--- config.mk ---
export PLATFORM = sky130hd
export DESIGN_NAME = pipe_hold_ctrl
export DESIGN_NICKNAME = d
export VERILOG_FILES = /design/src/rtl/pipe_hold_ctrl.sv
export SDC_FILE = /design/constraint.sdc
export NUM_CORES = 1
export LEC_CHECK = 0
export ABC_AREA = 1
export BUFFER_PORTS_ARGS = -buffer_cell sky130_fd_sc_hd__buf_2
export CAP_MARGIN = 20
export CORE_MARGIN = 2
export CORE_UTILIZATION = 46
export DETAILED_ROUTE_END_ITERATION = 10
export GPL_ROUTABILITY_DRIVEN = 0
export GPL_TIMING_DRIVEN = 0
export PLACE_DENSITY = 0.77
export SYNTH_ARGS = -nofsm -noshare
export SYNTH_HDL_FRONTEND = slang
export SYNTH_SLANG_ARGS = --single-unit
export TNS_END_PERCENT = 20
--- constraint.sdc ---
create_clock -name clk -period 2.44 [get_ports clk]
set_clock_uncertainty 0.15 [all_clocks]
set_input_delay 0.366 -clock clk [delete_from_list [all_inputs] [get_ports clk]]
set_output_delay 0.366 -clock clk [all_outputs]
set_load 0.01 [all_outputs]
--- src/rtl/pipe_hold_ctrl.sv ---
// Pipeline hold/flush controller: merges memory-wait, multi-cycle execute, jump and load-use
// hazards into hold_flag/hold_time. Optional memory watchdog enabled by PIPE_HOLD_TIMEOUT_EN.
//
// state   | meaning
// RUN     | normal issue; evaluates hazard requests by priority
// MEMWAIT | load/store outstanding, whole pipe held until the bus acks
// MULTI   | multi-cycle execute in progress, cnt holds remaining cycles
module pipe_hold_ctrl #(
   parameter int unsigned MULTI_CYCLES   = 8,
   parameter int unsigned TIMEOUT_CYCLES = 255
) (
   input  logic        clk,
   input  logic        rst,
   input  logic        mem_req_i,
   input  logic        mem_ack_i,
   input  logic        multi_start_i,
   input  logic        jump_flag_i,
   input  logic [31:0] jump_addr_i,
   input  logic        load_use_i,
   output logic [2:0]  hold_flag_o,
   output logic [2:0]  hold_time_o,
   output logic        jump_flag_o,
   output logic [31:0] jump_addr_o,
   output logic        flush_o,
   output logic [31:0] stall_cnt_o,
   output logic        bus_err_o
);

   localparam logic [2:0] HOLD_NONE = 3'b000;
   localparam logic [2:0] HOLD_IF   = 3'b010;
   localparam logic [2:0] HOLD_ID   = 3'b011;
   localparam logic [2:0] HOLD_EX   = 3'b100;

   localparam logic [7:0] CNT_LOAD = 8'(MULTI_CYCLES - 1);

   if (MULTI_CYCLES < 2 || MULTI_CYCLES > 255 || TIMEOUT_CYCLES < 1 || TIMEOUT_CYCLES > 255)
   begin : g_param_check
      $error("pipe_hold_ctrl: MULTI_CYCLES or TIMEOUT_CYCLES out of range");
   end

   typedef enum logic [1:0] {
      RUN     = 2'd0,
      MEMWAIT = 2'd1,
      MULTI   = 2'd2
   } state_t;

   state_t      state, state_nxt;
   logic [7:0]  cnt, cnt_nxt;
   logic [2:0]  hold_flag, hold_time;
   logic        jump_flag, flush, bus_err;
   logic [31:0] jump_addr;

`ifdef PIPE_HOLD_TIMEOUT_EN
   localparam logic [7:0] WAIT_LIM = 8'(TIMEOUT_CYCLES);
   logic [7:0] wait_cnt, wait_nxt;
`endif

   always_ff @(posedge clk or posedge rst) begin
      if (rst) begin
         state <= RUN;
         cnt   <= 8'd0;
      end else begin
         state <= state_nxt;
         cnt   <= cnt_nxt;
      end
   end

`ifdef PIPE_HOLD_TIMEOUT_EN
   always_ff @(posedge clk or posedge rst) begin
      if (rst) wait_cnt <= 8'd0;
      else     wait_cnt <= wait_nxt;
   end
`endif

   always_comb begin
      state_nxt = state;
      cnt_nxt   = cnt;
      hold_flag = HOLD_NONE;
      hold_time = 3'd0;
      jump_flag = 1'b0;
      jump_addr = 32'd0;
      flush     = 1'b0;
      bus_err   = 1'b0;
`ifdef PIPE_HOLD_TIMEOUT_EN
      wait_nxt  = wait_cnt;
`endif
      case (state)
         RUN: begin
            if (mem_req_i && !mem_ack_i) begin
               hold_flag = HOLD_EX;
               hold_time = 3'd7;
               state_nxt = MEMWAIT;
`ifdef PIPE_HOLD_TIMEOUT_EN
               wait_nxt  = 8'd0;
`endif
            end else if (multi_start_i) begin
               hold_flag = HOLD_ID;
               cnt_nxt   = CNT_LOAD;
               state_nxt = MULTI;
            end else if (jump_flag_i) begin
               jump_flag = 1'b1;
               jump_addr = jump_addr_i;
               flush     = 1'b1;
            end else if (load_use_i) begin
               hold_flag = HOLD_IF;
            end
         end
         MEMWAIT: begin
            if (mem_ack_i) begin
               state_nxt = RUN;
`ifdef PIPE_HOLD_TIMEOUT_EN
            end else if (wait_cnt == WAIT_LIM) begin
               bus_err   = 1'b1;
               state_nxt = RUN;
            end else begin
               hold_flag = HOLD_EX;
               hold_time = 3'd7;
               wait_nxt  = wait_cnt + 8'd1;
            end
`else
            end else begin
               hold_flag = HOLD_EX;
               hold_time = 3'd7;
            end
`endif
         end
         MULTI: begin
            if (cnt != 8'd0) begin
               hold_flag = HOLD_ID;
               hold_time = (cnt > 8'd7) ? 3'd7 : cnt[2:0];
               cnt_nxt   = cnt - 8'd1;
            end else begin
               state_nxt = RUN;
            end
         end
         default: state_nxt = RUN;
      endcase
   end

   // Outputs are forced quiet while reset is held so consumers never see a stale hold.
   assign hold_flag_o = rst ? HOLD_NONE : hold_flag;
   assign hold_time_o = rst ? 3'd0      : hold_time;
   assign jump_flag_o = rst ? 1'b0      : jump_flag;
   assign jump_addr_o = rst ? 32'd0     : jump_addr;
   assign flush_o     = rst ? 1'b0      : flush;
   assign bus_err_o   = rst ? 1'b0      : bus_err;

   always_ff @(posedge clk or posedge rst) begin
      if (rst)                          stall_cnt_o <= 32'd0;
      else if (hold_flag_o != HOLD_NONE) stall_cnt_o <= stall_cnt_o + 32'd1;
   end

endmodule

==> summary.txt, run 1 <==
Route
  • DRT Pass-1 Iters: 5
  • Routed WL: 8980 µm
  • Avg Vias per Cell: 4.88
  • Wirelength per Cell: 12.4 µm
  • Post-route ant nets: 0
  • DRC viols: 0
  • DRT iter0 DRCs: 177
  • Via Count: 3,541

Critical path
  • WP buf/inv: 2
  • WP data arrival: 1770 ps
  • CP dominant cell by count: nor2_1
  • CP Class: register to output pin
  • Critical Path, Cell by Cell: nor2_2 > nand2_1 > nor2_1 > nand3_2 > clkbuf_2 > nor2_1 > buf_2
  • Crit-path leading delay family: simple AND/OR/NAND/NOR gates
  • Worst setup SP type: register
  • Crit-path max FO: 10
  • CP max-delay cell: dfrtp_1
  • CP peak stage delay: 420 ps
  • Crit end category: output pin
  • CP Data Required Time: 1920 ps

GRT
  • Largest net degree at the start of global routing: 23
  • First-pass GRT wire length: 14,400 µm
  • Gr ovfl total: 0
  • Vias in the first global route: 3,232
  • Antenna violations before repair: 0
  • All-Layer GR Usage: 23.9%

Floorplan
  • Core ar.: 6760 µm²
  • I/O Pins: 112
  • Die height: 87.4 µm
  • Initial core utilization: 47.4%
  • Row cnt: 30
  • Die area: 7640 µm²
  • Die width: 87.4 µm

Timing
  • RSZ-0062 raised after global routing: no
  • Rel. slew slack: 57.7%
  • Final Hold Vio Count: 0
  • Final setup viols: 0
  • Final Slew Violations: 0
  • FMAX: 0.438 GHz
  • Worst-margin pin slew: 632 ps
  • Setup ws final: 157 ps
  • Period utilization: 93.6%
  • Tmin final: 2280 ps
  • Setup TNS: 0 ps

Logic synthesis
  • Distinct cell type count after synthesis: 23
  • Syn Std Cell Area: 3200 µm²
  • Syn nets: 565
  • Mean post-synth cell area: 6.11 µm²
  • Yosys warns: 0
  • Post-Syn Instances: 524
  • Register area share after synthesis: 32.9%
  • Synthesized flop and latch total: 42

Final layout
  • P&R area growth vs syn: 24.6%
  • FILL cells: 661
  • Commonest cells after routing, fill and taps aside: nand2_1 (182), buf_2 (113), nor2_1 (90)
  • Share of cells above drive strength 1: 26.2%
  • Commonest non-fill, non-tap cell in the layout: nand2_1
  • Util after Layout: 59.0%
  • Nets: 686
  • Antenna diodes: 0

Clock network
  • Hold Buf Count CTS: 0
  • Clk sinks: 42
  • Maximum clock path buffer count: 2
  • H-tree depth: 2
  • Clk root buf: clkbuf_8
  • Clk Latency, worst-skew pair: 300 ps
  • CTS tree: yes
  • Cts bufs inserted: 5
  • Clock transition at path regs: 80 ps

Placed design
  • Setup Slack @ Placement: -682 ps
  • Number of port buffers: 110
  • Post-DP HPWL: 6970 µm

Run
  • Max-Cap Viols: 0

Pwr
  • Sw frac: 44.3%
  • Pwr per Cell Area: 641 nW/µm²
  • Combinational power share: 47.1%
  • Switch Pwr: 1130 µW
  • Reg power frac: 36.0%
  • Int Pwr: 1420 µW
  • Clock power share: 16.9%
  • Static Leak: 0.00241 µW
  • VDD IR max: 430 µV
  • Total power draw: 2550 µW

Hold path
  • Hold crit path type: input port to asynchronous set/reset pin

Outcome
  • Status: completed
## through the flow
step	instance area [µm²]	hold WS, ps	cells
finish	3990	59.9	725
global route	3990	59.3	725
CTS	3970	40.4	725
detailed placement	3860	382	714
global placement	3860	367	714
floorplan	3210	240	524
## timing repair
item	in CTS	in global routing
pin swaps	0	1
gates cloned	2	0
resized for setup	1	10
setup buffers	2	0
setup endpoints to repair	36	34
## synth_stat cells
library cell  number  area, µm²
buf_2              3       15.0
a31oi_1            1       6.26
nand3_1           56        280
nand2_4            4       45.0
ha_1               2       25.0
dfrtp_1           42       1050
inv_1             74        278
nand4_1            3       18.8
xor2_1            12        105
clkbuf_1           3       11.3
o21ai_0            4       20.0
nor2_1            91        342
conb_1             1       3.75
buf_4              6       45.0
nand2_1          183        687
nor2_4             5       56.3
nor2_2             4       25.0
a21oi_1            3       15.0
nand2_2            8       50.1
buf_6              3       33.8
o21ai_1            5       25.0
inv_2              7       26.3
xnor2_1            4       35.0
## registers in the layout, indices dropped and copies added (netlist names)
signal / flops
state: 2
stall_cnt_o: 32
cnt: 8
## cells by family after synthesis
group / Yosys count / synth area share (%)
flops: 42 / 32.9
xor+xnor: 16 / 4.38
compound gates: 13 / 2.07
fa+ha+maj: 2 / 0.782
buf+inv: 96 / 12.8
other cells: 1 / 0.117
simple gates: 354 / 47.0
## routing by layer
metal	GRT usage, %	up-vias	part of all wire (%)
met3	4.27	17	6.1
li1	-	1812	-
met5	0	-	0
met4	6.71	0	2.1
met2	44.0	145	51
met1	28.0	1567	40
## power groups by stage
| stage | logic [µW] | clock network (µW) | registers, µW |
|---|---|---|---|
| final | 1200 | 433 | 920 |
| after global routing | 1350 | 474 | 936 |
| after CTS | 1200 | 445 | 915 |
| after detailed placement | 1190 | 0 | 928 |
| after global placement | 1150 | 0 | 923 |
| after floorplan | 857 | 0 | 923 |
## cell type report
class	count	area, µm²	share of cell area, %
timing repair inverter	2	10.0	0.251
clock buffer	5	68.8	1.73
inverter	81	308	7.72
tap	80	100	2.51
clock inverter	2	10.0	0.251
multi-input combinational	386	1760	44.1
buffer	14	101	2.54
timing repair buffer	113	581	14.6
sequential	42	1050	26.4
## final timing paths
| check | from | to | slack (ps) | cells after the start |
|---|---|---|---|---|
| max in group asynchronous | rst | stall_cnt_o[16] | 1610 | 3 |
| worst max register to register | stall_cnt_o[0] | stall_cnt_o[28] | 550 | 10 |
| worst max-delay path | state[0] | jump_addr_o[11] | 160 | 7 |
| min in group clk | mem_req_i | state[0] | 300 | 3 |
| worst min register to register | cnt[2] | cnt[2] | 400 | 2 |
| worst min-delay path | rst | state[1] | 60 | 3 |
## worst min-delay path: stages
cell and delay (ps):
buf_2 180, clkinvlp_4 130, buf_4 160
No activity file was read; power rests on OpenSTA's default activity.
==> run 2: changes to the inputs <==
--- a/config.mk
+++ b/config.mk
@@ -9,11 +9,12 @@
 export BUFFER_PORTS_ARGS = -buffer_cell sky130_fd_sc_hd__buf_2
 export CAP_MARGIN = 20
 export CORE_MARGIN = 2
-export CORE_UTILIZATION = 46
+export CORE_UTILIZATION = 51
 export DETAILED_ROUTE_END_ITERATION = 10
 export GPL_ROUTABILITY_DRIVEN = 0
 export GPL_TIMING_DRIVEN = 0
-export PLACE_DENSITY = 0.77
+export PLACE_DENSITY = 0.81
+export RECOVER_POWER = 100
 export SYNTH_ARGS = -nofsm -noshare
 export SYNTH_HDL_FRONTEND = slang
 export SYNTH_SLANG_ARGS = --single-unit
==> constraint.sdc (replaced) <==
create_clock -name clk -period 2.3 [get_ports clk]
set_clock_uncertainty 0.15 [all_clocks]
set_input_delay 0.345 -clock clk [delete_from_list [all_inputs] [get_ports clk]]
set_output_delay 0.345 -clock clk [all_outputs]
set_load 0.01 [all_outputs]
==> summary.txt, run 2 (same netlist as run 1, synthesis figures left out) <==
Outcome
  • Status: completed (unchanged)

Timing
  • Worst-margin pin slew: 953 ps (was 632 ps)
  • Tmin final: 2220 ps
  • Setup ws final: 83.9 ps (was 157 ps)
  • Final hold slack: 23.7 ps (was 59.9 ps)
  • RSZ-0062 raised after global routing: no (unchanged)
  • Final setup viols: 0 (unchanged)
  • Rel. slew slack: 36.5% (was 57.7%)
  • Final Slew Violations: 0 (unchanged)
  • Period utilization: 96.4%
  • FMAX: 0.451 GHz
  • Setup TNS: 0 ps (unchanged)
  • Final Hold Vio Count: 0 (unchanged)

Hold path
  • Hold crit path type: input port to asynchronous set/reset pin (unchanged)

Floorplan
  • Die area: 6920 µm² (was 7640 µm²)
  • Core ar.: 5990 µm² (was 6760 µm²)
  • Row cnt: 28 (was 30)
  • I/O Pins: 112 (unchanged)
  • Die height: 83.2 µm (was 87.4 µm)
  • Initial core utilization: 53.4% (was 47.4%)
  • Die width: 83.2 µm (was 87.4 µm)

Critical path
  • Worst path depth: 10 (was 7)
  • CP max-delay cell: dfrtp_1 (unchanged)
  • Crit end category: output pin (unchanged)
  • WP buf/inv: 4 (was 2)
  • CP Data Required Time: 1800 ps (was 1920 ps)
  • WP data arrival: 1720 ps (was 1770 ps)
  • CP peak stage delay: 400 ps (was 420 ps)
  • Crit-path leading delay family: simple AND/OR/NAND/NOR gates (unchanged)
  • CP Class: register to output pin (unchanged)
  • Register-to-Register Path Depth: 13 (was 10)
  • Worst setup SP type: register (unchanged)
  • Crit-path max FO: 8 (was 10)
  • Critical Path, Cell by Cell: inv_2 > ha_1 > inv_2 > nor2_4 > nand2_1 > nand2_2 > nand2_2 > nand2_8 > inv_1 > buf_2 (was nor2_2 > nand2_1 > nor2_1 > nand3_2 > clkbuf_2 > nor2_1 > buf_2)

Final layout
  • Share of cells above drive strength 1: 22.7% (was 26.2%)
  • Design Area, Final: 4030 µm² (was 3990 µm²)
  • Max reg flops: 32 (unchanged)
  • Biggest register: stall_cnt_o (unchanged)
  • Nets: 693 (was 686)
  • Commonest non-fill, non-tap cell in the layout: nand2_1 (unchanged)
  • Antenna diodes: 0 (unchanged)
  • Util after Layout: 67.3% (was 59.0%)
  • Biggest regs: stall_cnt_o: 32 flops, cnt: 8 flops, state: 2 flops (unchanged)
  • FILL cells: 560 (was 661)
  • Commonest cells after routing, fill and taps aside: nand2_1 (181), nor2_1 (89), buf_2 (82) (was nand2_1 (182), buf_2 (113), nor2_1 (90))
  • P&R area growth vs syn: 25.9% (was 24.6%)

Placed design
  • Placed instance area: 3860 µm² (about the same)
  • Post-DP HPWL: 6900 µm (was 6970 µm)
  • Number of port buffers: 110 (unchanged)
  • Setup Slack @ Placement: -653 ps (was -682 ps)

Route
  • DRC viols: 0 (unchanged)
  • DRT Pass-1 Iters: 6 (was 5)
  • Via Count: 3,731 (was 3,541)
  • Wirelength per Cell: 13.1 µm (was 12.4 µm)
  • Routed WL: 9570 µm (was 8980 µm)
  • DRT iter0 DRCs: 277 (was 177)
  • Post-route ant nets: 0 (unchanged)
  • Avg Vias per Cell: 5.13 (was 4.88)

Clock network
  • Clock transition at path regs: 100 ps (was 80 ps)
  • H-tree depth: 2 (unchanged)
  • CTS tree: yes (unchanged)
  • Cts bufs inserted: 5 (unchanged)
  • Maximum clock path buffer count: 2 (unchanged)
  • Clk sinks: 42 (unchanged)
  • Clk Latency, worst-skew pair: 300 ps (about the same)
  • Clk root buf: clkbuf_8 (unchanged)

Pwr
  • Combinational power share: 48.7% (was 47.1%)
  • Clock power share: 17.6% (was 16.9%)
  • Static Leak: 0.00230 µW (was 0.00241 µW)
  • Int Pwr: 1590 µW (was 1420 µW)
  • VDD IR max: 532 µV (was 430 µV)
  • Reg power frac: 33.6% (was 36.0%)
  • Pwr per Cell Area: 722 nW/µm² (was 641 nW/µm²)
  • Sw frac: 45.5% (was 44.3%)
  • Switch Pwr: 1320 µW (was 1130 µW)

GRT
  • Largest net degree at the start of global routing: 23 (unchanged)
  • Gr ovfl total: 0 (unchanged)
  • Antenna violations before repair: 0 (unchanged)
  • First-pass GRT wire length: 15,500 µm (was 14,400 µm)
  • All-Layer GR Usage: 26.9% (was 23.9%)
  • Vias in the first global route: 3,423 (was 3,232)

Run
  • Max-Cap Viols: 0 (unchanged)
==> run 2: cell count changes in the layout (fill, tap and decap cells not counted), sizes merged <==
cell / delta
buf: -27
dlygate4sd3: +1
clkinvlp: +2
inv: +1
clkbuf: +33
clkinv: -2
==> run 2: power by group through the flow <==
stage / combinational, µW / clock, µW / sequential (µW)
2_1_floorplan: 912 / 0 / 979
3_3_place_gp: 1240 / 0 / 976
3_5_place_dp: 1270 / 0 / 979
4_1_cts: 1290 / 518 / 967
5_1_grt: 1560 / 541 / 990
6_report: 1420 / 513 / 979
==> run 2: worst paths after layout <==
path                                from              end  slack, ps
max                               cnt[1]   hold_flag_o[1]         80
min in group clk           multi_start_i           cnt[2]        310
max in group asynchronous            rst   stall_cnt_o[1]        330
min                                  rst  stall_cnt_o[25]         20
max reg2reg                       cnt[1]  stall_cnt_o[18]        260
min reg2reg                       cnt[2]           cnt[2]        410
==> run 2: per-stage QoR <==
| step | std cells | total power (µW) |
|---|---|---|
| 2_1_floorplan | 524 | 1890 |
| 4_1_cts | 719 | 2780 |
| 3_5_place_dp | 709 | 2250 |
| 3_3_place_gp | 709 | 2210 |
| 6_report | 728 | 2910 |
| 5_1_grt | 728 | 3090 |
==> run 2: layer usage <==
layer | up-vias | share of wire, % | global-route usage, % | wire (µm)
met4 | 0 | 3.3 | 9.09 | 313
li1 | 1819 | - | - | -
met3 | 35 | 9.3 | 5.86 | 887
met2 | 213 | 49 | 48.5 | 4650
met5 | - | 0 | 0 | 0
met1 | 1664 | 39 | 31.5 | 3720
==> run 2: repair_timing <==
action	in CTS	in global routing
pin swaps	0	4
endpoints found under the hold margin	0	6
gates cloned	2	0
gates resized for setup	4	20
endpoints found under the setup margin	68	36
hold buffers	0	1
setup buffers	1	7
==> run 2: final cells by class <==
class / count / area (µm²) / area share (%)
plain buffers: 14 / 103 / 2.55
clock buffers: 5 / 68.8 / 1.71
clock inverters: 3 / 23.8 / 0.590
inverters: 81 / 305 / 7.58
multi-input cells: 386 / 1790 / 44.5
flip-flops and latches: 42 / 1050 / 26.1
well taps: 75 / 93.8 / 2.33
repair buffers: 120 / 581 / 14.4
repair inverters: 2 / 10.0 / 0.248
==> run 3: changes to the inputs <==
--- a/config.mk
+++ b/config.mk
@@ -5,15 +5,14 @@
 export SDC_FILE = /design/constraint.sdc
 export NUM_CORES = 1
 export LEC_CHECK = 0
-export ABC_AREA = 1
 export BUFFER_PORTS_ARGS = -buffer_cell sky130_fd_sc_hd__buf_2
 export CAP_MARGIN = 20
 export CORE_MARGIN = 2
-export CORE_UTILIZATION = 51
+export CORE_UTILIZATION = 47
 export DETAILED_ROUTE_END_ITERATION = 10
 export GPL_ROUTABILITY_DRIVEN = 0
 export GPL_TIMING_DRIVEN = 0
-export PLACE_DENSITY = 0.81
+export PLACE_DENSITY = 0.8
 export RECOVER_POWER = 100
 export SYNTH_ARGS = -nofsm -noshare
 export SYNTH_HDL_FRONTEND = slang
==> summary.txt, run 3 <==
Placed design
  • Number of port buffers: 110 (unchanged)
  • Cells after DPL: 433 (was 709)
  • Post-DP HPWL: 4760 µm (was 6900 µm)
  • Placed instance area: 3090 µm² (was 3860 µm²)

Clock network
  • Clk sinks: 42 (unchanged)
  • Clock transition at path regs: 80 ps (was 100 ps)
  • H-tree depth: 2 (unchanged)
  • Cts bufs inserted: 5 (unchanged)
  • Clk Latency, worst-skew pair: 310 ps (was 300 ps)
  • CTS tree: yes (unchanged)
  • Hold Buf Count CTS: 0 (unchanged)
  • Maximum clock path buffer count: 2 (unchanged)
  • Clk root buf: clkbuf_8 (unchanged)

Floorplan
  • Row cnt: 26 (was 28)
  • Die area: 5810 µm² (was 6920 µm²)
  • Die height: 76.2 µm (was 83.2 µm)
  • I/O Pins: 112 (unchanged)
  • Core ar.: 5070 µm² (was 5990 µm²)
  • Die width: 76.2 µm (was 83.2 µm)
  • Initial core utilization: 48.3% (was 53.4%)

Timing
  • Worst-margin pin slew: 1580 ps (was 953 ps)
  • Final Slew Violations: 43 (was 0)
  • RSZ-0062 raised after global routing: yes (was no)
  • Tmin final: 2300 ps (was 2220 ps)
  • Setup ws final: -1.91 ps (was 83.9 ps)
  • Period utilization: 100% (was 96.4%)
  • Final setup viols: 1 (was 0)
  • Final Hold Vio Count: 0 (unchanged)
  • FMAX: 0.434 GHz (was 0.451 GHz)
  • Setup TNS: -1.91 ps (was 0 ps)
  • Rel. slew slack: -5.23% (was 36.5%)

Route
  • Via Count: 2,349 (was 3,731)
  • Routed WL: 6860 µm (was 9570 µm)
  • DRT iter0 DRCs: 122 (was 277)
  • DRT Pass-1 Iters: 4 (was 6)
  • Post-route ant nets: 0 (unchanged)
  • Wirelength per Cell: 15.1 µm (was 13.1 µm)
  • Avg Vias per Cell: 5.19 (was 5.13)
  • DRC viols: 0 (unchanged)

Critical path
  • Worst setup SP type: register (unchanged)
  • Crit end category: output pin (unchanged)
  • Register-to-Register Path Depth: 9 (was 13)
  • CP Data Required Time: 1800 ps (about the same)
  • Crit-path max FO: 3 (was 8)
  • WP data arrival: 1810 ps (was 1720 ps)
  • CP Class: register to output pin (unchanged)

Pwr
  • VDD IR max: 603 µV (was 532 µV)
  • Static Leak: 0.00166 µW (was 0.00230 µW)
  • Pwr per Cell Area: 830 nW/µm² (was 722 nW/µm²)

Logic synthesis
  • Distinct cell type count after synthesis: 45 (was 23)
  • Post-synth ARST share: 100% (unchanged)
  • Post-synth EDFFs: 0 (unchanged)
  • Most instantiated cells after synthesis: dfrtp_1 (42), and2_1 (34), xnor2_1 (25), nand2_1 (18) (was nand2_1 (183), nor2_1 (91), inv_1 (74), nand3_1 (56), dfrtp_1 (42))
  • Synthesized flop and latch total: 42 (unchanged)
  • Dominant synthesized flop cell: dfrtp_1 (unchanged)
  • Most numerous cell in the Yosys netlist: dfrtp_1 (was nand2_1)
  • Leading area contributor after synthesis: dfrtp_1 (unchanged)
  • Syn Std Cell Area: 2450 µm² (was 3200 µm²)
  • Share of the synthesized area in the top cell type: 42.9% (was 32.9%)
  • Register area share after synthesis: 42.9% (was 32.9%)
  • Yosys warns: 0 (unchanged)
  • Mean post-synth cell area: 9.68 µm² (was 6.11 µm²)
  • Post-Syn Instances: 253 (was 524)
  • Syn nets: 294 (was 565)
  • Area contributors post-synth: dfrtp_1 (43%), xnor2_1 (8.9%), and2_1 (8.7%) (was dfrtp_1 (33%), nand2_1 (21%), nor2_1 (11%))

Final layout
  • Antenna diodes: 0 (unchanged)
  • Max reg flops: 32 (unchanged)
  • Design Area, Final: 3370 µm² (was 4030 µm²)
  • Commonest non-fill, non-tap cell in the layout: buf_2 (was nand2_1)
  • Util after Layout: 66.3% (was 67.3%)
  • Fin cells: 453 (was 728)
  • Biggest regs: stall_cnt_o: 32 flops, cnt: 8 flops, state: 2 flops (unchanged)
  • Biggest register: stall_cnt_o (unchanged)
  • Commonest cells after routing, fill and taps aside: buf_2 (77), dfrtp_1 (40), clkbuf_1 (34) (was nand2_1 (181), nor2_1 (89), buf_2 (82))
  • P&R area growth vs syn: 37.4% (was 25.9%)
  • Share of cells above drive strength 1: 35.8% (was 22.7%)
  • Nets: 423 (was 693)

Run
  • Max-Cap Viols: 1 (was 0)

GRT
  • Gr ovfl total: 0 (unchanged)
  • All-Layer GR Usage: 23.2% (was 26.9%)
  • First-pass GRT wire length: 10,900 µm (was 15,500 µm)
  • Antenna violations before repair: 0 (unchanged)
  • Vias in the first global route: 2,176 (was 3,423)
  • Largest net degree at the start of global routing: 43 (was 23)

Outcome
  • Status: complete, but fails checks (was completed)
  • Failing checks: capacitance limit, slew limit, setup timing

Hold path
  • Hold crit path type: input port to register (was input port to asynchronous set/reset pin)
  • Hold Path Stages: 3
==> run 3: cell families after synthesis <==
group | after synthesis | synth area share [%]
other cells | 1 | 0.153
fa+ha+maj | 2 | 1.02
buf+inv | 18 | 3.27
xor+xnor | 37 | 13.2
simple gates | 134 | 34.0
compound gates | 19 | 5.46
flops | 42 | 42.9
==> run 3: what timing repair did <==
| item | CTS | global route |
|---|---|---|
| endpoints found under the setup margin | 35 | 41 |
| pin swaps | 3 | 5 |
| resized for setup | 12 | 14 |
| buffers inserted | 7 | 7 |
==> run 3: per-layer routing <==
layer,GRT usage (%),part of all wire [%]
met3,4.74,4.3
met4,6.91,1.4
met5,0,0
met1,30.8,43
met2,38.7,51
==> run 3: path summary, 6_finish.rpt <==
check / endpoint / slack (ps) / startpoint
max in group asynchronous: cnt[5] / 520 / rst
hold / removal: state[0] / 230 / mem_ack_i
hold reg to reg: stall_cnt_o[31] / 320 / stall_cnt_o[31]
setup reg to reg: stall_cnt_o[27] / 90 / cnt[0]
min in group asynchronous: cnt[4] / 460 / rst
setup / recovery: hold_flag_o[1] / -2 / cnt[0]
==> run 3: critical path: stages, from the launching register on <==
cell and delay, ps:
dfrtp_1 400, inv_1 70, ha_2 190, or3b_4 410, o211ai_2 180, nand2_1 100, buf_2 160
==> run 3: per-stage QoR <==
step	total power (µW)	setup WS, ps	hold WS (ps)
floorplan	1510	214	340
detailed placement	1780	-53.8	313
global placement	1760	-35.9	306
global route	2950	-80.1	283
finish	2790	-1.91	228
CTS	2650	2.14	140
==> run 3: where the power goes <==
group	switching, µW	leakage [µW]	internal, µW
sequential	163	0.000548	847
clock	271	0.0000714	463
combinational	554	0.00104	497
==> run 3: final cells by class <==
cell class | count | area [µm²]
plain buffers | 9 | 53.8
flip-flops and latches | 42 | 1050
clock inverters | 2 | 60.1
multi-input cells | 193 | 1380
clock buffers | 6 | 82.6
fillers | 453 | 1710
repair buffers | 124 | 621
well taps | 70 | 87.6
inverters | 7 | 26.3
